--- src/rtl/vga_timing_gen.sv ---
// VGA raster timing: pixel-enable divider, h/v counters, sync/active decode, strobes.
// Latency: o_x/o_y/strobes register the new count on the pix_en clock; sync/active lag a further PIPE_DLY pixels.
// Backpressure: none; i_en low freezes every counter and output (pix_en and strobes forced low).
module vga_timing_gen #(
   parameter int   CLK_DIV  = 2,
   parameter int   H_ACTIVE = 640,
   parameter int   H_FP     = 16,
   parameter int   H_SYNC   = 96,
   parameter int   H_BP     = 48,
   parameter int   V_ACTIVE = 480,
   parameter int   V_FP     = 10,
   parameter int   V_SYNC   = 2,
   parameter int   V_BP     = 33,
   parameter logic HS_POL   = 1'b0,
   parameter logic VS_POL   = 1'b0,
   parameter int   PIPE_DLY = 0,
   parameter int   CW       = 12
) (
   input  logic          CLOCK_50,
   input  logic          i_rst,
   input  logic          i_en,
   output logic          o_pix_en,
   output logic [CW-1:0] o_x,
   output logic [CW-1:0] o_y,
   output logic          o_active,
   output logic          o_hsync,
   output logic          o_vsync,
   output logic          o_line_start,
   output logic          o_frame_start
);

   localparam int H_TOTAL = H_ACTIVE + H_FP + H_SYNC + H_BP;
   localparam int V_TOTAL = V_ACTIVE + V_FP + V_SYNC + V_BP;
   localparam int DW      = (CLK_DIV > 1) ? $clog2(CLK_DIV) : 1;

   localparam logic [DW-1:0] DIV_LAST = DW'(CLK_DIV - 1);
   localparam logic [CW-1:0] H_LAST   = CW'(H_TOTAL - 1);
   localparam logic [CW-1:0] V_LAST   = CW'(V_TOTAL - 1);
   localparam logic [CW-1:0] H_ACT    = CW'(H_ACTIVE);
   localparam logic [CW-1:0] V_ACT    = CW'(V_ACTIVE);
   localparam logic [CW-1:0] HS_BEG   = CW'(H_ACTIVE + H_FP);
   localparam logic [CW-1:0] HS_END   = CW'(H_ACTIVE + H_FP + H_SYNC);
   localparam logic [CW-1:0] VS_BEG   = CW'(V_ACTIVE + V_FP);
   localparam logic [CW-1:0] VS_END   = CW'(V_ACTIVE + V_FP + V_SYNC);

   logic [DW-1:0] div_q, div_d;
   logic [CW-1:0] h_q, h_d;
   logic [CW-1:0] v_q, v_d;
   logic          pix_en_q, pix_en_d;
   logic          act_q, act_d;
   logic          hs_q, hs_d;
   logic          vs_q, vs_d;
   logic          ls_q, ls_d;
   logic          fs_q, fs_d;
   logic          tick;

   // raw_vec / dly_vec bit order: {active, hsync asserted, vsync asserted}
   logic [2:0]    raw_vec;
   logic [2:0]    dly_vec;

   // Divider and raster counters; h/v advance together on the tick clock
   always_comb begin
      tick  = i_en && (div_q == DIV_LAST);
      div_d = div_q;
      h_d   = h_q;
      v_d   = v_q;
      if (i_en) begin
         div_d = (div_q == DIV_LAST) ? '0 : div_q + 1'b1;
      end
      if (tick) begin
         if (h_q == H_LAST) begin
            h_d = '0;
            v_d = (v_q == V_LAST) ? '0 : v_q + 1'b1;
         end else begin
            h_d = h_q + 1'b1;
         end
      end
   end

   // Region decode from the count being loaded this clock
   always_comb begin
      raw_vec    = 3'b000;
      raw_vec[2] = (h_d < H_ACT) && (v_d < V_ACT);
      raw_vec[1] = (h_d >= HS_BEG) && (h_d < HS_END);
      raw_vec[0] = (v_d >= VS_BEG) && (v_d < VS_END);
   end

   generate
      if (PIPE_DLY == 0) begin : g_nodly
         // No alignment delay: decode goes straight to the output registers
         always_comb begin
            dly_vec = raw_vec;
         end
      end else begin : g_dly
         logic [2:0] pipe_q [PIPE_DLY];
         logic [2:0] pipe_d [PIPE_DLY];

         // Shift the decodes one stage per pixel so outputs trail o_x/o_y by PIPE_DLY pixels
         always_comb begin
            for (int i = 0; i < PIPE_DLY; i++) begin
               pipe_d[i] = pipe_q[i];
            end
            if (tick) begin
               pipe_d[0] = raw_vec;
               for (int i = 1; i < PIPE_DLY; i++) begin
                  pipe_d[i] = pipe_q[i-1];
               end
            end
         end

         // Delay stages start out as "inactive, no sync"
         always_ff @(posedge CLOCK_50) begin
            if (i_rst) begin
               for (int i = 0; i < PIPE_DLY; i++) begin
                  pipe_q[i] <= 3'b000;
               end
            end else begin
               for (int i = 0; i < PIPE_DLY; i++) begin
                  pipe_q[i] <= pipe_d[i];
               end
            end
         end

         assign dly_vec = pipe_q[PIPE_DLY-1];
      end
   endgenerate

   // Output stage: strobes only on tick clocks, levels only change on tick clocks
   always_comb begin
      pix_en_d = tick;
      ls_d     = tick && (h_d == '0);
      fs_d     = tick && (h_d == '0) && (v_d == '0);
      act_d    = act_q;
      hs_d     = hs_q;
      vs_d     = vs_q;
      if (tick) begin
         act_d = dly_vec[2];
         hs_d  = dly_vec[1] ? HS_POL : ~HS_POL;
         vs_d  = dly_vec[0] ? VS_POL : ~VS_POL;
      end
   end

   // State registers; reset parks syncs at their inactive level
   always_ff @(posedge CLOCK_50) begin
      if (i_rst) begin
         div_q    <= '0;
         h_q      <= '0;
         v_q      <= '0;
         pix_en_q <= 1'b0;
         act_q    <= 1'b0;
         hs_q     <= ~HS_POL;
         vs_q     <= ~VS_POL;
         ls_q     <= 1'b0;
         fs_q     <= 1'b0;
      end else begin
         div_q    <= div_d;
         h_q      <= h_d;
         v_q      <= v_d;
         pix_en_q <= pix_en_d;
         act_q    <= act_d;
         hs_q     <= hs_d;
         vs_q     <= vs_d;
         ls_q     <= ls_d;
         fs_q     <= fs_d;
      end
   end

   assign o_pix_en      = pix_en_q;
   assign o_x           = h_q;
   assign o_y           = v_q;
   assign o_active      = act_q;
   assign o_hsync       = hs_q;
   assign o_vsync       = vs_q;
   assign o_line_start  = ls_q;
   assign o_frame_start = fs_q;

endmodule

--- config.mk ---
export PLATFORM = sky130hd
export DESIGN_NAME = vga_timing_gen
export DESIGN_NICKNAME = d
export VERILOG_FILES = /design/src/rtl/vga_timing_gen.sv
export SDC_FILE = /design/constraint.sdc
export NUM_CORES = 1
export LEC_CHECK = 0
export BUFFER_PORTS_ARGS = -buffer_cell sky130_fd_sc_hd__buf_2
export CORE_ASPECT_RATIO = 0.6
export CORE_UTILIZATION = 30
export DETAILED_ROUTE_END_ITERATION = 8
export SYNTH_ARGS = -nofsm -noshare
export SYNTH_HDL_FRONTEND = slang
export SYNTH_SLANG_ARGS = --single-unit
--- constraint.sdc ---
create_clock -name CLOCK_50 -period 2.4 [get_ports CLOCK_50]
set_clock_uncertainty 0.1 [all_clocks]
set_input_delay 0.36 -clock CLOCK_50 [delete_from_list [all_inputs] [get_ports CLOCK_50]]
set_output_delay 0.36 -clock CLOCK_50 [all_outputs]
set_load 0.1 [all_outputs]
==> results of run 1 <==
## where the power goes
| group | internal, mW | leakage (nW) | total (mW) | switching [mW] |
|---|---|---|---|---|
| registers | 0.509 | 0.267 | 0.516 | 0.00668 |
| clock network | 0.294 | 0.0594 | 0.520 | 0.226 |
| logic | 0.0320 | 0.818 | 0.116 | 0.0836 |
## synthesized netlist by cell type (2+ instances only)
cell type	n	area share
nand2_1	16	0.031
or4_1	2	0.0078
nor2_1	29	0.056
nor4_2	2	0.013
o41ai_1	2	0.0091
buf_2	5	0.013
nand3_1	13	0.034
nand4_1	8	0.026
ha_1	3	0.019
buf_4	2	0.0078
a21oi_1	13	0.034
and4_1	6	0.027
xor2_1	4	0.018
or3_1	3	0.0097
xnor2_1	11	0.050
nor4b_1	3	0.014
and3b_1	2	0.0091
inv_1	6	0.012
clkbuf_1	5	0.0097
nor4_1	6	0.019
dfxtp_1	31	0.32
and3_1	3	0.0097
a311oi_1	3	0.014
a31oi_1	7	0.023
nor3_1	11	0.029
a211oi_1	3	0.012
buf_6	2	0.012
o21ai_0	8	0.021
nor2b_1	3	0.0097
## repair_timing
action                                  in CTS  in global routing
cloned                                       0                  0
endpoints found under the setup margin       1                  4
pin swaps                                    0                 11
gates resized for setup                      7                 20
buffers inserted                             0                  8
## cell families after synthesis
kind of cell | share of synthesized area
compound gates | 0.183
xor+xnor | 0.0682
fa+ha+maj | 0.0195
buf+inv | 0.0539
flops | 0.322
simple gates | 0.353
## worst max path at each step
stage / startpoint / endpoint / slack (ns) / cells after the start
after floorplan: o_x[7]$_SDFF_PP0_ / o_frame_start$_SDFF_PP0_ / -0.007 / 8
after global placement: o_y[1]$_SDFF_PP0_ / o_frame_start$_SDFF_PP0_ / -0.07 / 8
after detailed placement: o_y[1]$_SDFF_PP0_ / o_frame_start$_SDFF_PP0_ / -0.02 / 8
after CTS: o_x[1]$_SDFF_PP0_ / o_line_start$_SDFF_PP0_ / 0.01 / 9
after global routing: o_x[1]$_SDFF_PP0_ / o_frame_start$_SDFF_PP0_ / -0.05 / 8
final: o_y[1]$_SDFF_PP0_ / o_frame_start$_SDFF_PP0_ / 0.04 / 11
## flip-flops by register name, indices dropped and copies added (netlist names)
register	count
o_hsync	1
o_line_start	1
o_active	1
o_vsync	1
o_frame_start	1
o_x	12
o_pix_en	1
o_y	12
div_q	1
## layout by cell type (no fill, tap or decap), drive strengths merged, types with 4 or more instances in the layout
cell type and n:
or3 4, dfxtp 31, xnor2 11, buf 84
a31oi 7, xor2 4, a21oi 13, nor4 8
nand4 8, nand2 16, inv 6, nor2 30
clkbuf 7, nand3 13, and4 6, o21ai 8
nor3 12
## metal layers
layer	routed length, µm	global-route usage	vias to the layer above
met2	2430	0.233	102
met4	80	0.0669	0
met1	3360	0.306	1042
met3	592	0.0571	14
met5	0	0	-
li1	-	-	1048
## critical path, delay by kind of cell, from the launching register on
family	cells	cell delay, ns
flip-flops	1	0.35
AO/OA/AOI/OAI	3	0.58
buffers and inverters	4	0.41
adder cells (fa/ha/maj)	1	0.12
AND/OR/NAND/NOR	3	0.71
## per-stage QoR
stage	util	setup slack, ns
final	0.461	0.0400
after global routing	0.461	-0.0506
after CTS	0.438	0.0115
after detailed placement	0.414	-0.0234
after global placement	0.414	-0.0658
after floorplan	-	-0.00671
## area by class of cell
cell class,count,area (µm²)
Fill cell,613,3320
Multi-Input combinational cell,187,1350
Sequential cell,31,683
Timing Repair Buffer,84,567
Clock buffer,7,108
Tap cell,84,105
Inverter,6,25.0
Clock inverter,1,5.00
==> flow_summary.toml, run 1 <==
[route]
drt_iter0_drc = 184
detail-route-antenna-nets = 0
vias_per_cell = 5.52
detail_route.wl_per_cell_um = 16.2
drt-total-wl_mm = 6.46
drtPass1Iterations = 5
drc_errors = 0
route.vias.total = 2206

[floorplanning]
core_area_um2 = 6170
die_height_um = 64.1
rows = 22
io-pin-count = 33
initial_utilization = 0.312
area_of_the_die_um2 = 6760
die_width_um = 105

[timing]
finalCritPeriodShare = 0.983
totalNegativeSetupSlack_ns = 0
timing.final.hold_violations = 0
worst_pin_slew_ns = 0.492
setup_viol = 0
fmaxAchievable_ghz = 0.424
hold_ws_ns = 0.196
slew-limit-headroom = 0.674
final_max_slew_viol_count = 0
final.min_clock_period_ns = 2.36

[worst_setup_path]
r2r-end = "o_frame_start$_SDFF_PP0_"
crit_path_max_delay_cell_type = "dfxtp_4"
rrSetupSlack_ns = 0.04
critical_path_fanout_max = 3
crit_path_cell_trace = "inv_4 > ha_4 > nor4b_4 > and3_4 > buf_4 > buf_4 > a31oi_1 > o21a_1 > buf_4 > a311o_1 > nor4_2"
worstSetupEndpointType = "register"
critical-path-max-stage-delay_ns = 0.35
worst_path_most_repeated_cell = "buf_4"
worst-endpoint-arrival_ns = 2.47
critPathLaunchType = "register"
critical_path_class = "reg2reg"
timing.reg2reg.worst_path_depth = 11
timing.rr.start = "o_y[1]$_SDFF_PP0_"
worstPathRequired_ns = 2.51

[power_and_ir_drop]
ir_worst_vdd_uv = 169
power_leakage_nw = 1.14
power-per-cell-area_nw_per_um2 = 404
power.total_mw = 1.15

[cells_and_area]
syn_to_final_growth_pct = 47.7
final_cells = 400
finalNetCount = 321
num_antenna_cells = 0
layout-drive-gt1-share = 0.465
design_area_um2 = 2850

[synth]
synth_area_um2 = 1930
synthesis.instances = 238
post_synth.cell_area_avg_um2 = 8.10
ys_async_sr_fraction = 0
ys_seq_elements = 31
synth-warning-count = 0
synth_enable_flop_cells = 0
synth.net_count = 244
top_ff_cell_synth = "dfxtp_1"
ys_types = 55
synth_seq_area_share = 0.322

[status]
run_status = "finished clean"

[cts]
numClockSinks = 31
cts_buffer_depth = 2
cts-htree-levels = 2
cts-buffers-inserted = 5
post_cts_hold_buffer_count = 0
clk_latency_ns = 0.30
clk_pin_slew_ns = 0.07
clock_tree.root_cell = "clkbuf_8"
tritoncts = "built"

[global_routing]
first_global_vias = 1886
grt_first_pass_wirelength_mm = 9.92
pin_count_of_the_biggest_net_entering_global_routing = 29
track_usage = 0.194
grt_overflow_total = 0
grt_antenna_before_repair = 0

[flow_run]
max_cap_viol_count = 0

[placement]
buffer_ports.inserted = 32
gp_congestion = 0.872
placed_cells = 384
hpwlAfterDp_mm = 4.75
detailed_place.area_um2 = 2550

[min_path]
min_delay_path_depth = 2
holdPathEnd = "o_pix_en$_SDFF_PP0_"
hold_path.startpoint = "i_rst"
path_type_of_the_worst_min_delay_path = "in2reg"
No activity file was read; power rests on OpenSTA's default activity.
==> inputs of run 2 (changes only) <==
--- a/config.mk
+++ b/config.mk
@@ -9,6 +9,7 @@
 export CORE_ASPECT_RATIO = 0.6
 export CORE_UTILIZATION = 30
 export DETAILED_ROUTE_END_ITERATION = 8
+export PLACE_DENSITY = 0.5
 export SYNTH_ARGS = -nofsm -noshare
 export SYNTH_HDL_FRONTEND = slang
 export SYNTH_SLANG_ARGS = --single-unit
==> constraint.sdc (replaced) <==
create_clock -name CLOCK_50 -period 2.6 [get_ports CLOCK_50]
set_clock_uncertainty 0.1 [all_clocks]
set_input_delay 0.39 -clock CLOCK_50 [delete_from_list [all_inputs] [get_ports CLOCK_50]]
set_output_delay 0.39 -clock CLOCK_50 [all_outputs]
set_load 0.1 [all_outputs]
==> run 2 against run 1 <==
Global-route usage increased by 0.54 points. Count of clock-buffer cells in the layout decreased by 2. Worst hold slack improved by 0.11 ns. First-iteration DRC count increased by 14%. Sequential power decreased by 4.8%.
==> flow_summary.toml, run 2 (synthesis results as in run 1) <==
[timing]
final.min_clock_period_ns = 2.43
final_critical_path_setup_slack_ns = 0.173
hold_ws_ns = 0.304
finalCritPeriodShare = 0.933
worst_pin_slew_ns = 0.587
setup_viol = 0
slew-limit-headroom = 0.609
fmaxAchievable_ghz = 0.412
timing.final.hold_violations = 0
final_max_slew_viol_count = 0

[floorplanning]
core_area_um2 = 6170
die_height_um = 64.1
die_width_um = 105
io-pin-count = 33
initial_utilization = 0.312
rows = 22
area_of_the_die_um2 = 6760

[worst_setup_path]
timing.rr.start = "o_x[0]$_SDFF_PP0_"
crit_end = "o_frame_start$_SDFF_PP0_"
critPathLaunch = "o_x[0]$_SDFF_PP0_"
worstSetupEndpointType = "register"
critical-path-max-stage-delay_ns = 0.56
worst-endpoint-arrival_ns = 2.54
worstPathRequired_ns = 2.72
timing.reg2reg.worst_path_depth = 8
critPathTopFamily = "simple AND/OR/NAND/NOR gates"
critical_path_class = "reg2reg"
worst_path_most_repeated_cell = "nand4_1"
worstSetupPathDepth = 8
crit_buf_inv = 1
critical_path_fanout_max = 8
critPathLaunchType = "register"
rrSetupSlack_ns = 0.17
crit_path_cell_trace = "ha_1 > nand4_1 > nor2_2 > buf_4 > nand4_1 > xor2_2 > or4bb_1 > nor4_2"
crit_path_max_delay_cell_type = "or4bb_1"
r2r-end = "o_frame_start$_SDFF_PP0_"

[power_and_ir_drop]
power.switching_fraction = 0.298
combPwrFrac = 0.090
power.share.sequential = 0.502
internal_power_uw = 686
p_clk_frac = 0.408
power-per-cell-area_nw_per_um2 = 396
power_leakage_nw = 0.950
p_switching_uw = 291
ir_worst_vdd_uv = 194

[global_routing]
track_usage = 0.199
pin_count_of_the_biggest_net_entering_global_routing = 30
grt_antenna_before_repair = 0
first_global_vias = 1790
grt_overflow_total = 0
grt_first_pass_wirelength_mm = 10.0

[cells_and_area]
fillers = 656
finalNetCount = 295
finalCoreUtilization = 0.400
design_area_um2 = 2470
layout.cells.most_common_list = "buf_2 (32), nor2_1 (28), buf_4 (26)"
num_antenna_cells = 0
layout.area.seq_um2 = 649
multi_input_area_um2 = 1250
layout-drive-gt1-share = 0.348
syn_to_final_growth_pct = 28.0
final_cells = 374
final_common_cell = "buf_2"

[min_path]
hold_path.startpoint = "i_en"
path_type_of_the_worst_min_delay_path = "in2reg"

[route]
drt-total-wl_mm = 6.38
vias_per_cell = 5.60
drtPass1Iterations = 4
detail-route-antenna-nets = 0
drt_iter0_drc = 210
route.vias.total = 2093
detail_route.wl_per_cell_um = 17.1
drc_errors = 0

[placement]
detailed_place.area_um2 = 2330
buffer_ports.inserted = 32
dp_slack_ns = -0.0611
hpwlAfterDp_mm = 4.81
gp_congestion = 0.862
placed_cells = 365

[cts]
clk_pin_slew_ns = 0.08
clk_latency_ns = 0.30
clock_tree.root_cell = "clkbuf_8"
cts-buffers-inserted = 5
numClockSinks = 31
tritoncts = "built"
post_cts_hold_buffer_count = 0
cts-htree-levels = 2
cts_buffer_depth = 2

[status]
run_status = "finished clean"

[flow_run]
max_cap_viol_count = 0
## run 2: cell count changes in the layout (fill, tap and decap cells not counted), sizes merged
cell,previous run,this run
inv,6,7
clkbuf,7,5
buf,84,58
clkinvlp,0,1
## run 2: worst min path at each step
stage,end,slack (ns),cells after the start
2_1_floorplan,o_pix_en$_SDFF_PP0_,0.39,1
3_3_place_gp,o_active$_SDFFE_PP0P_,0.35,2
3_5_place_dp,o_active$_SDFFE_PP0P_,0.35,2
4_1_cts,div_q$_SDFFE_PP0P_,0.30,3
5_1_grt,div_q$_SDFFE_PP0P_,0.31,3
6_report,div_q$_SDFFE_PP0P_,0.30,3
## run 2: layout make-up
type / count / share of cell area
Sequential cell: 31 / 0.263
Clock buffer: 5 / 0.0279
Tap cell: 84 / 0.0426
Clock inverter: 3 / 0.00761
Multi-Input combinational cell: 187 / 0.505
Timing Repair Buffer: 58 / 0.144
Inverter: 6 / 0.00913
## run 2: power groups by stage
stage	clock network (mW)	logic (mW)	registers, mW
after floorplan	0	0.0279	0.542
after global placement	0	0.0891	0.501
after detailed placement	0	0.0876	0.501
after CTS	0.409	0.0878	0.491
after global routing	0.424	0.0922	0.492
final	0.398	0.0878	0.491
## run 2: per-stage QoR
| step | total power, mW | TNS, ns |
|---|---|---|
| after floorplan | 0.569 | 0 |
| after global placement | 0.590 | -0.0328 |
| after detailed placement | 0.589 | -0.0611 |
| after CTS | 0.987 | 0 |
| after global routing | 1.01 | -0.000839 |
| final | 0.977 | 0 |
## run 2: worst min-delay path, delay by kind of cell
family | cells | cell delay [ns]
AND/OR/NAND/NOR | 1 | 0.07
buffers and inverters | 1 | 0.13
XOR/XNOR | 1 | 0.07
## run 2: layer usage
layer | track usage | wire, µm
met5 | 0 | 0
met4 | 0.0528 | 59
met3 | 0.0551 | 561
met2 | 0.225 | 2200
met1 | 0.334 | 3560
## run 2: repair_timing
| item | in CTS | in global routing |
|---|---|---|
| pin swaps | 0 | 1 |
| buffers inserted | 0 | 1 |
| gates resized for setup | 1 | 7 |
| endpoints found under the setup margin | 1 | 2 |
